## config.mk

```make
export PLATFORM = sky130hd
export DESIGN_NAME = arith_unit_seq_flat
export DESIGN_NICKNAME = d
export VERILOG_FILES = /design/src/rtl/arith_unit_seq_if.sv /design/src/rtl/arith_unit_seq.sv /design/src/flat_wrapper.sv
export SDC_FILE = /design/constraint.sdc
export NUM_CORES = 1
export LEC_CHECK = 0
export BUFFER_PORTS_ARGS = -buffer_cell sky130_fd_sc_hd__buf_2
export CAP_MARGIN = 15
export CORE_ASPECT_RATIO = 1.5
export CORE_MARGIN = 1.5
export CORE_UTILIZATION = 58
export CTS_CLUSTER_SIZE = 10
export DETAILED_ROUTE_END_ITERATION = 6
export GPL_ROUTABILITY_DRIVEN = 0
export HOLD_SLACK_MARGIN = 0.08
export PLACE_DENSITY = 0.83
export SLEW_MARGIN = 15
export SYNTH_ARGS = -nofsm -noshare
export SYNTH_HDL_FRONTEND = slang
export SYNTH_SLANG_ARGS = --single-unit
```

## constraint.sdc

```tcl
create_clock -name i_clk -period 2.8 [get_ports i_clk]
set_input_delay 0.28 -clock i_clk [delete_from_list [all_inputs] [get_ports i_clk]]
set_output_delay 0.28 -clock i_clk [all_outputs]
set_load 0.005 [all_outputs]
```

## src/rtl/arith_unit_seq_if.sv

```systemverilog
// ---------------------------------------------------------------------------
// arith_unit_seq_if : operand/result handshake bundle for arith_unit_seq.
//   Input side : i_valid / o_ready with opcode and two operands.
//   Output side: o_valid / i_ready with full-width result and status flags.
//   slave  modport : the arithmetic unit.
//   master modport : the operand source / result sink driving the unit.
// ---------------------------------------------------------------------------
interface arith_unit_seq_if #(
   parameter int WIDTH = 8
);
   logic             i_valid;
   logic             o_ready;
   logic [1:0]       i_op;
   logic [WIDTH-1:0] i_value_a;
   logic [WIDTH-1:0] i_value_b;
   logic             o_valid;
   logic             i_ready;
   logic [WIDTH-1:0] o_result;
   logic [WIDTH-1:0] o_result_hi;
   logic             o_carry;
   logic             o_div_by_zero;

   modport slave (
      input  i_valid, i_op, i_value_a, i_value_b, i_ready,
      output o_ready, o_valid, o_result, o_result_hi, o_carry, o_div_by_zero
   );

   modport master (
      output i_valid, i_op, i_value_a, i_value_b, i_ready,
      input  o_ready, o_valid, o_result, o_result_hi, o_carry, o_div_by_zero
   );
endinterface

```

## src/rtl/arith_unit_seq.sv

```systemverilog
// ---------------------------------------------------------------------------
// arith_unit_seq : registered unsigned add/sub/mul/div unit.
//   - One transaction at a time, valid/ready on both sides.
//   - add/sub/mul and divide-by-zero complete at the accept edge.
//   - Divide is a restoring divider producing one quotient bit per cycle
//     (WIDTH iterations after the accept edge).
//   - Optional macro ARITH_SATURATE_EN: add/mul clamp to all ones on carry /
//     overflow, sub clamps to zero on borrow; flags still report raw status.
// ---------------------------------------------------------------------------
module arith_unit_seq #(
   parameter int WIDTH = 8,
   parameter int CNT_W = $clog2(WIDTH + 1)
) (
   input logic             i_clk,
   input logic             i_rst_n,
   arith_unit_seq_if.slave bus
);

   localparam logic [1:0] OP_ADD = 2'b00;
   localparam logic [1:0] OP_SUB = 2'b01;
   localparam logic [1:0] OP_MUL = 2'b10;
   localparam logic [1:0] OP_DIV = 2'b11;

   typedef enum logic [1:0] {
      IDLE = 2'd0,
      CALC = 2'd1,
      DONE = 2'd2
   } state_t;

   state_t            state;

   // Divider working registers: quo_q starts as the dividend and fills with
   // quotient bits from the right as dividend bits are shifted out the left.
   logic [WIDTH-1:0]  rem_q;
   logic [WIDTH-1:0]  quo_q;
   logic [WIDTH-1:0]  dvs_q;
   logic [CNT_W-1:0]  cnt_q;

   // Single-cycle datapath signals
   logic [WIDTH:0]    sum;
   logic [WIDTH:0]    diff;
   logic [2*WIDTH-1:0] prod;
   logic              mul_ovf;
   logic [WIDTH-1:0]  add_res;
   logic [WIDTH-1:0]  sub_res;
   logic [WIDTH-1:0]  mul_res;
   logic [WIDTH-1:0]  fast_res;
   logic [WIDTH-1:0]  fast_hi;
   logic              fast_carry;
   logic              fast_dbz;
   logic              start_div;

   // One restoring-division step
   logic [WIDTH:0]    trial;
   logic              fit;
   logic [WIDTH-1:0]  step_rem;
   logic [WIDTH-1:0]  step_quo;

   // Single-cycle results (add/sub/mul/div-by-zero) straight from the inputs
   always_comb begin
      // NOTE: every always_comb output gets a default first so no path can
      // leave it unassigned and infer a latch.
      fast_res   = '0;
      fast_hi    = '0;
      fast_carry = 1'b0;
      fast_dbz   = 1'b0;

      sum     = {1'b0, bus.i_value_a} + {1'b0, bus.i_value_b};
      diff    = {1'b0, bus.i_value_a} - {1'b0, bus.i_value_b};
      prod    = {{WIDTH{1'b0}}, bus.i_value_a} * {{WIDTH{1'b0}}, bus.i_value_b};
      mul_ovf = |prod[2*WIDTH-1:WIDTH];

      add_res = sum[WIDTH-1:0];
      sub_res = diff[WIDTH-1:0];
      mul_res = prod[WIDTH-1:0];
`ifdef ARITH_SATURATE_EN
      if (sum[WIDTH])  add_res = '1;
      if (diff[WIDTH]) sub_res = '0;
      if (mul_ovf)     mul_res = '1;
`else
      // Wrapping arithmetic: low WIDTH bits are the result as-is.
`endif

      unique case (bus.i_op)
         OP_ADD: begin
            fast_res   = add_res;
            fast_carry = sum[WIDTH];
         end
         OP_SUB: begin
            fast_res   = sub_res;
            fast_carry = diff[WIDTH];   // borrow: A < B
         end
         OP_MUL: begin
            fast_res   = mul_res;
            fast_hi    = prod[2*WIDTH-1:WIDTH];
            fast_carry = mul_ovf;
         end
         default: begin                 // div by zero shortcut
            fast_res   = '1;
            fast_hi    = bus.i_value_a;
            fast_dbz   = 1'b1;
         end
      endcase

      start_div = (bus.i_op == OP_DIV) && (bus.i_value_b != '0);
   end

   // Restoring step: shift in next dividend MSB, subtract divisor if it fits
   always_comb begin
      trial    = {rem_q, quo_q[WIDTH-1]};
      fit      = (trial >= {1'b0, dvs_q});
      step_rem = fit ? WIDTH'(trial - {1'b0, dvs_q}) : trial[WIDTH-1:0];
      step_quo = {quo_q[WIDTH-2:0], fit};
   end

   // Control FSM with registered handshake and result outputs
   always_ff @(posedge i_clk or negedge i_rst_n) begin
      // NOTE: state and datapath registers update with non-blocking
      // assignments so every register samples pre-edge values.
      if (!i_rst_n) begin
         // NOTE: the divider working registers are cleared too, so an
         // aborted division leaves no trace behind.
         state             <= IDLE;
         bus.o_ready       <= 1'b1;
         bus.o_valid       <= 1'b0;
         bus.o_result      <= '0;
         bus.o_result_hi   <= '0;
         bus.o_carry       <= 1'b0;
         bus.o_div_by_zero <= 1'b0;
         rem_q             <= '0;
         quo_q             <= '0;
         dvs_q             <= '0;
         cnt_q             <= '0;
      end else begin
         unique case (state)
            IDLE: begin
               if (bus.i_valid) begin
                  bus.o_ready <= 1'b0;
                  if (start_div) begin
                     rem_q <= '0;
                     quo_q <= bus.i_value_a;
                     dvs_q <= bus.i_value_b;
                     cnt_q <= CNT_W'(WIDTH);
                     state <= CALC;
                  end else begin
                     bus.o_result      <= fast_res;
                     bus.o_result_hi   <= fast_hi;
                     bus.o_carry       <= fast_carry;
                     bus.o_div_by_zero <= fast_dbz;
                     bus.o_valid       <= 1'b1;
                     state             <= DONE;
                  end
               end
            end
            CALC: begin
               rem_q <= step_rem;
               quo_q <= step_quo;
               cnt_q <= cnt_q - CNT_W'(1);
               if (cnt_q == CNT_W'(1)) begin
                  bus.o_result      <= step_quo;
                  bus.o_result_hi   <= step_rem;
                  bus.o_carry       <= 1'b0;
                  bus.o_div_by_zero <= 1'b0;
                  bus.o_valid       <= 1'b1;
                  state             <= DONE;
               end
            end
            DONE: begin
               if (bus.i_ready) begin
                  bus.o_valid <= 1'b0;
                  bus.o_ready <= 1'b1;
                  state       <= IDLE;
               end
            end
            default: begin
               bus.o_valid <= 1'b0;
               bus.o_ready <= 1'b1;
               state       <= IDLE;
            end
         endcase
      end
   end

endmodule

```

## src/flat_wrapper.sv

```systemverilog
// flat-port wrapper written by rule: the top's interface ports become plain ports
module arith_unit_seq_flat 
#(
   parameter int WIDTH = 8,
   parameter int CNT_W = $clog2(WIDTH + 1)
)
  (i_clk, i_rst_n, bus_i_valid, bus_i_op, bus_i_value_a, bus_i_value_b, bus_i_ready, bus_o_ready, bus_o_valid, bus_o_result, bus_o_result_hi, bus_o_carry, bus_o_div_by_zero);
  arith_unit_seq_if #(.WIDTH(WIDTH)) bus_i ();
  input logic i_clk;
  input logic i_rst_n;
  input wire logic [$bits(bus_i.i_valid)-1:0] bus_i_valid;
  input wire logic [$bits(bus_i.i_op)-1:0] bus_i_op;
  input wire logic [$bits(bus_i.i_value_a)-1:0] bus_i_value_a;
  input wire logic [$bits(bus_i.i_value_b)-1:0] bus_i_value_b;
  input wire logic [$bits(bus_i.i_ready)-1:0] bus_i_ready;
  output wire logic [$bits(bus_i.o_ready)-1:0] bus_o_ready;
  output wire logic [$bits(bus_i.o_valid)-1:0] bus_o_valid;
  output wire logic [$bits(bus_i.o_result)-1:0] bus_o_result;
  output wire logic [$bits(bus_i.o_result_hi)-1:0] bus_o_result_hi;
  output wire logic [$bits(bus_i.o_carry)-1:0] bus_o_carry;
  output wire logic [$bits(bus_i.o_div_by_zero)-1:0] bus_o_div_by_zero;
  assign bus_i.i_valid = bus_i_valid;
  assign bus_i.i_op = bus_i_op;
  assign bus_i.i_value_a = bus_i_value_a;
  assign bus_i.i_value_b = bus_i_value_b;
  assign bus_i.i_ready = bus_i_ready;
  assign bus_o_ready = bus_i.o_ready;
  assign bus_o_valid = bus_i.o_valid;
  assign bus_o_result = bus_i.o_result;
  assign bus_o_result_hi = bus_i.o_result_hi;
  assign bus_o_carry = bus_i.o_carry;
  assign bus_o_div_by_zero = bus_i.o_div_by_zero;
  arith_unit_seq #(.WIDTH(WIDTH), .CNT_W(CNT_W)) u_core (.i_clk(i_clk), .i_rst_n(i_rst_n), .bus(bus_i));
endmodule
```

# ---- Yosys cells after proc, flatten, opt, wreduce, memory -nomap -nowiden
# Cells that the tools add are included.
dict set report totals {
  register_bits 50
  input_bits 22
  output_inout_bits 20
  word_cells 85
}
dict set report classes {
  n_addsub 4
  multipliers 1
  order_cmp 1
  n_eq_ne 11
  mux 42
  bitwise 1
  reduce_logical 14
}
# op n
set op_table {}
lappend op_table {{2-to-1 mux 8 bit} 11}
lappend op_table {{case mux 8 bit (2 select lines)} 5}
lappend op_table {{case mux 8 bit (3 select lines)} 1}
lappend op_table {{multiplier 8 x 8 -> 16 bit} 1}
lappend op_table {{2-to-1 mux 1 bit} 12}
lappend op_table {{AND reduction 3 bit} 4}
lappend op_table {{adder 8 x 8 -> 9 bit} 1}
lappend op_table {{>= comparator 9 x 8 -> 1 bit} 1}
lappend op_table {{case mux 1 bit (3 select lines)} 3}
lappend op_table {{subtractor 8 x 8 -> 9 bit} 1}
lappend op_table {{2-to-1 mux 2 bit} 4}
lappend op_table {{2-to-1 mux 4 bit} 2}
lappend op_table {{case mux 4 bit (2 select lines)} 1}
lappend op_table {{AND reduction 4 bit} 2}
lappend op_table {{nonzero test 8 bit} 1}
lappend op_table {{OR reduction 8 bit} 1}
lappend op_table {{subtractor 8 bit} 1}
lappend op_table {{equality test 2 bit (second input constant)} 3}
lappend op_table {{!= test 2 bit (second input constant)} 3}
lappend op_table {{case mux 2 bit (3 select lines)} 1}
lappend op_table {{equality test 2 x 1 -> 1 bit (second input constant)} 2}
lappend op_table {{equality test 4 x 1 -> 1 bit (second input constant)} 1}
lappend op_table {{zero test 2 bit} 2}
lappend op_table {{!= test 2 x 1 -> 1 bit (second input constant)} 2}
lappend op_table {{7 further kinds} 8}

# ---- Depth between registers and ports, before layout
dict set report logic_depth {
  word_depth 6
  mapped_depth 19
  depth_no_buf 18
}

# ---- Least setup slack after synthesis
# No wires, ideal clock.
dict set report synth_timing {
  path_kind {input to register}
  startpoint {input bus_i_value_b[7]}
  endpoint {register u_core.bus.o_carry}
  t_arrival_ns 4.713
  required_ns 2.667
  setup_slack_ns -2.046
  stages 17
  cell_sequence {clkbuf_1 > nand2_1 > fa_1 > fa_1 > inv_1 > fa_1 > inv_1 > fa_1 > inv_1 > ha_1 > and3_1 > a22oi_1 > nor2b_1 > xnor2_1 > or4_1 > o41ai_1 > a31oi_1}
}
dict set report synth_between {
  elab_chain_len 6
}
# element line_no
set synth_lines {}
lappend synth_lines {{start, declared} flat_wrapper.sv:14} ;# input wire logic [$bits(bus_i.i_value_b)-1:0] bus_i_value_b;
lappend synth_lines {{multiplier 8 x 8 -> 16 bit} arith_unit_seq.sv:70} ;# prod = {{WIDTH{1'b0}}, bus.i_value_a} * {{WIDTH{1'b0}}, bus.i_value_b};
lappend synth_lines {{OR reduction 8 bit} arith_unit_seq.sv:71} ;# mul_ovf = |prod[2*WIDTH-1:WIDTH];
lappend synth_lines {{case mux 1 bit (3 select lines)} arith_unit_seq.sv:84} ;# unique case (bus.i_op)
lappend synth_lines {{2-to-1 mux 1 bit} arith_unit_seq.sv:139} ;# if (start_div) begin
lappend synth_lines {{2-to-1 mux 1 bit} arith_unit_seq.sv:137} ;# if (bus.i_valid) begin
lappend synth_lines {{case mux 1 bit (2 select lines)} arith_unit_seq.sv:135} ;# unique case (state)
lappend synth_lines {{end signal, assigned} arith_unit_seq.sv:148} ;# bus.o_carry <= fast_carry;
lappend synth_lines {{end, declared} arith_unit_seq_if.sv:25} ;# output o_ready, o_valid, o_result, o_result_hi, o_carry, o_div_by_zero
# Several ways; a longest one is shown, not always the timed one. The select of a mux whose other input is x is not followed.
# A chain may end at the register's enable or synchronous reset.

# ---- Worst setup path in the final report
dict set report layout_timing {
  startpoint {input bus_i_value_a[3]}
  endpoint {register u_core.bus.o_carry}
}
dict set report layout_between {
  elab_chain_len 6
}
# element line_no
set layout_lines {}
lappend layout_lines {{start, declared} flat_wrapper.sv:13} ;# input wire logic [$bits(bus_i.i_value_a)-1:0] bus_i_value_a;
lappend layout_lines {{multiplier 8 x 8 -> 16 bit} arith_unit_seq.sv:70}
lappend layout_lines {{OR reduction 8 bit} arith_unit_seq.sv:71}
lappend layout_lines {{case mux 1 bit (3 select lines) (*)} arith_unit_seq.sv:84}
lappend layout_lines {{2-to-1 mux 1 bit (*)} arith_unit_seq.sv:139}
lappend layout_lines {{2-to-1 mux 1 bit (*)} arith_unit_seq.sv:137}
lappend layout_lines {{case mux 1 bit (2 select lines) (*)} arith_unit_seq.sv:135}
# Mark *: on every way between the ends. The rest lies on a longest branch, timed or not. The select of a mux whose other input is x is not followed.

==> results.json <==
{
  "synth_edf_count": 0,
  "grt_pass1_wl_microns": 26040,
  "async_flop_share_pct": 100.0,
  "period_minus_slack_ns": 4.316,
  "final_cell_mix": "buf_4, inv_1, ha_1",
  "syn-num-nets": 727,
  "antenna_found_initial": 0,
  "rsz0062_at_grt": "yes",
  "finalClockSkew_ns": 0.008459,
  "max-cap-violations": 0,
  "endpoint_kind": "flip-flop",
  "ys_seq_area_share_pct": 23.30,
  "hold_class": "in -> reg",
  "ys_ff_latch": 50,
  "vias_per_cell": 6.295,
  "drt-initial-drc-count": 431,
  "worst_pin_slew_ns": 1.110,
  "dr.max_layer_used": "met4",
  "max_freq_ghz": 0.2317,
  "peakVddDrop_uv": 766.8,
  "setup_viol": 12,
  "r2r-start": "u_core.dvs_q[1]",
  "groute.usage.overall_pct": 35.27,
  "violations": "setup timing",
  "final_common_cell": "buf_4",
  "routed_wl_microns": 17050,
  "clock-root-buffer": "clkbuf_16",
  "ys_types": 55,
  "dieArea_sq_um": 9868,
  "slew_headroom_pct": 25.82,
  "area_growth_pct": 30.98,
  "powerDensity_nw_per_um2": 945.4,
  "clkSinkCount": 50,
  "core_area_sq_um": 8934,
  "cts_buffers": 5,
  "layout_worst_path_cycle_share_pct": 154.1,
  "syn_area_sq_um": 5376,
  "crit_fanout": 7,
  "ant_nets": 0,
  "run_status": "complete, but fails checks",
  "syn_inst": 604,
  "diodes": 0,
  "hold_viol": 0,
  "cp-start-kind": "input pin",
  "grt_overflow": 0,
  "nets": 848,
  "synth_flop_cell": "dfrtp_1",
  "wl_met1_microns": 5837,
  "crit_path_end": "u_core.bus.o_carry",
  "ff2ff_setup_slack_ns": 0.09,
  "crit_start": "bus_i_value_a[3]",
  "dpl.cell_count": 816,
  "drtPass1Iterations": 5,
  "worstRegToRegCells": 10,
  "die_h_microns": 120.9,
  "wl_per_cell_microns": 20.40,
  "yosys_warnings": 0,
  "drc": 0,
  "first_global_vias": 5422,
  "drive_above_1_share_pct": 30.44,
  "hpwl_microns": 12450,
  "holdPathStages": 3,
  "dr_wl_met2_microns": 8741,
  "start_util_pct": 60.18,
  "reg2reg_to": "u_core.bus.o_result_hi[5]",
  "vias": 5263,
  "maxSlewViolCount": 0,
  "grt_max_degree": 51,
  "portBuffers": 41,
  "setup_ws_ns": -1.516,
  "p_leak_nw": 3.562,
  "arrival_ns": 4.49,
  "placementRows": 42,
  "htree_num_levels": 2,
  "clock_latency_ns": 0.30,
  "cp_data_required_time_ns": 2.97,
  "pin_count": 42,
  "tritoncts": "yes",
  "avgSynthCellArea_sq_um": 8.901,
  "cts_buffer_depth": 2,
  "clkSlewWorstSetupHoldPaths_ns": 0.07,
  "fin_cells": 836,
  "setup_tns_ns": -12.56,
  "die_w_microns": 81.61,
  "critPathKind": "in -> reg",
  "dr_wl_met3_microns": 941
}
## worst max-delay path, stage by stage
cell and delay (ns):
buf_12 0.12, and2_4 0.15, fa_1 0.56, fa_1 0.44
fa_1 0.51, inv_1 0.06, fa_1 0.50, inv_2 0.05
ha_4 0.18, nor3_4 0.21, o21bai_1 0.12, o41a_1 0.16
buf_4 0.17, a221oi_2 0.31, xnor2_1 0.19, o41ai_2 0.37
a31oi_1 0.11
## logic make-up after synthesis
group	count (synthesis)	share of synthesized area, %
buffers and inverters	105	7.331
flip-flops	50	23.30
adder cells (fa/ha/maj)	101	28.95
AND/OR/NAND/NOR	168	15.71
multiplexers	13	2.490
AO/OA/AOI/OAI	149	19.29
XOR/XNOR	18	2.932
## worst min-delay path by stage
stage | from | endpoint | slack [ns]
floorplan | i_rst_n | u_core.bus.o_carry | -0.02
global placement | u_core.bus.o_valid | u_core.bus.o_valid | 0.46
detailed placement | u_core.bus.o_valid | u_core.bus.o_valid | 0.47
CTS | i_rst_n | u_core.quo_q[1] | 0.21
global route | bus_i_ready | u_core.bus.o_ready | 0.29
finish | bus_i_ready | u_core.bus.o_ready | 0.26
## metrics by stage
step	power, mW	hold slack (ns)	setup slack, ns	util [%]	area (sq um)
after floorplan	3.776	-0.01559	-1.514	-	5563
after global placement	5.015	0.4585	-1.677	71.69	6405
after detailed placement	5.193	0.4669	-1.935	71.69	6405
after CTS	6.333	0.2125	-1.438	77.63	6935
after global routing	7.071	0.2927	-1.620	78.82	7042
final	6.657	0.2573	-1.516	78.82	7042
## per-layer routing
layer  vias to the layer above  global-route usage [%]
met4                         0                   24.68
met1                      2541                   38.12
li1                       2318                       -
met2                       282                   62.45
met3                       122                   3.383
met5                         -                       0
## power breakdown
| part | switching (mW) | internal, mW |
|---|---|---|
| clock | 0.277 | 0.427 |
| sequential | 0.243 | 1.05 |
| combinational | 2.36 | 2.29 |
## state kept, by name, summed over array words and instances, names as in the netlist
register and cells:
u_core.rem_q 8, u_core.bus.o_carry 1, u_core.bus.o_result 8, u_core.cnt_q 4
u_core.bus.o_ready 1, u_core.bus.o_result_hi 8, u_core.bus.o_div_by_zero 1, u_core.state 2
u_core.bus.o_valid 1, u_core.dvs_q 8, u_core.quo_q 8
## final cells by class
| cell class | instances | area [sq um] |
|---|---|---|
| Clock inverter | 3 | 48.80 |
| Sequential cell | 50 | 1252 |
| Inverter | 83 | 317.8 |
| Fill cell | 550 | 1892 |
| Multi-Input combinational cell | 449 | 4090 |
| Tap cell | 110 | 137.6 |
| Timing Repair Buffer | 136 | 1070 |
| Clock buffer | 5 | 125.1 |
## what timing repair did
item | 4_1_cts | 5_1_grt
buffers inserted | 11 | 1
hold endpoints to repair | 0 | 49
hold buffers | 0 | 1
resized for setup | 74 | 14
gates cloned | 0 | 0
setup endpoints to repair | 13 | 13
pin swaps | 38 | 6
## synthesized netlist by cell type (3+ instances only)
master     n  area share (%)
and2_1    40             4.7
and3_1     3            0.35
ha_1      62              14
mux2i_1   10             1.9
a31oi_1    7            0.81
nor2_1    42             2.9
nor2b_1    7            0.81
a21oi_1   32             3.0
fa_1      39              15
a21o_1    15             2.1
a222oi_1   7             1.3
o21a_1     7            0.98
nand2_1   45             3.1
nor3_1     6            0.56
xor2_1     7             1.1
mux2_2     3            0.63
a221o_1    5            0.93
clkbuf_1  21             1.5
o221ai_1   5            0.81
a211oi_1   5            0.70
o21ai_0   32             3.0
o21bai_1   6            0.84
o22a_1     6            0.98
inv_1     83             5.8
nand2b_1   5            0.58
nand4_1    4            0.47
o31ai_1    3            0.42
nor4_1     3            0.35
dfrtp_1   49              23
a221oi_1   5            0.81
xnor2_1   11             1.8
Note: power is estimated with default switching activity, not from simulation.
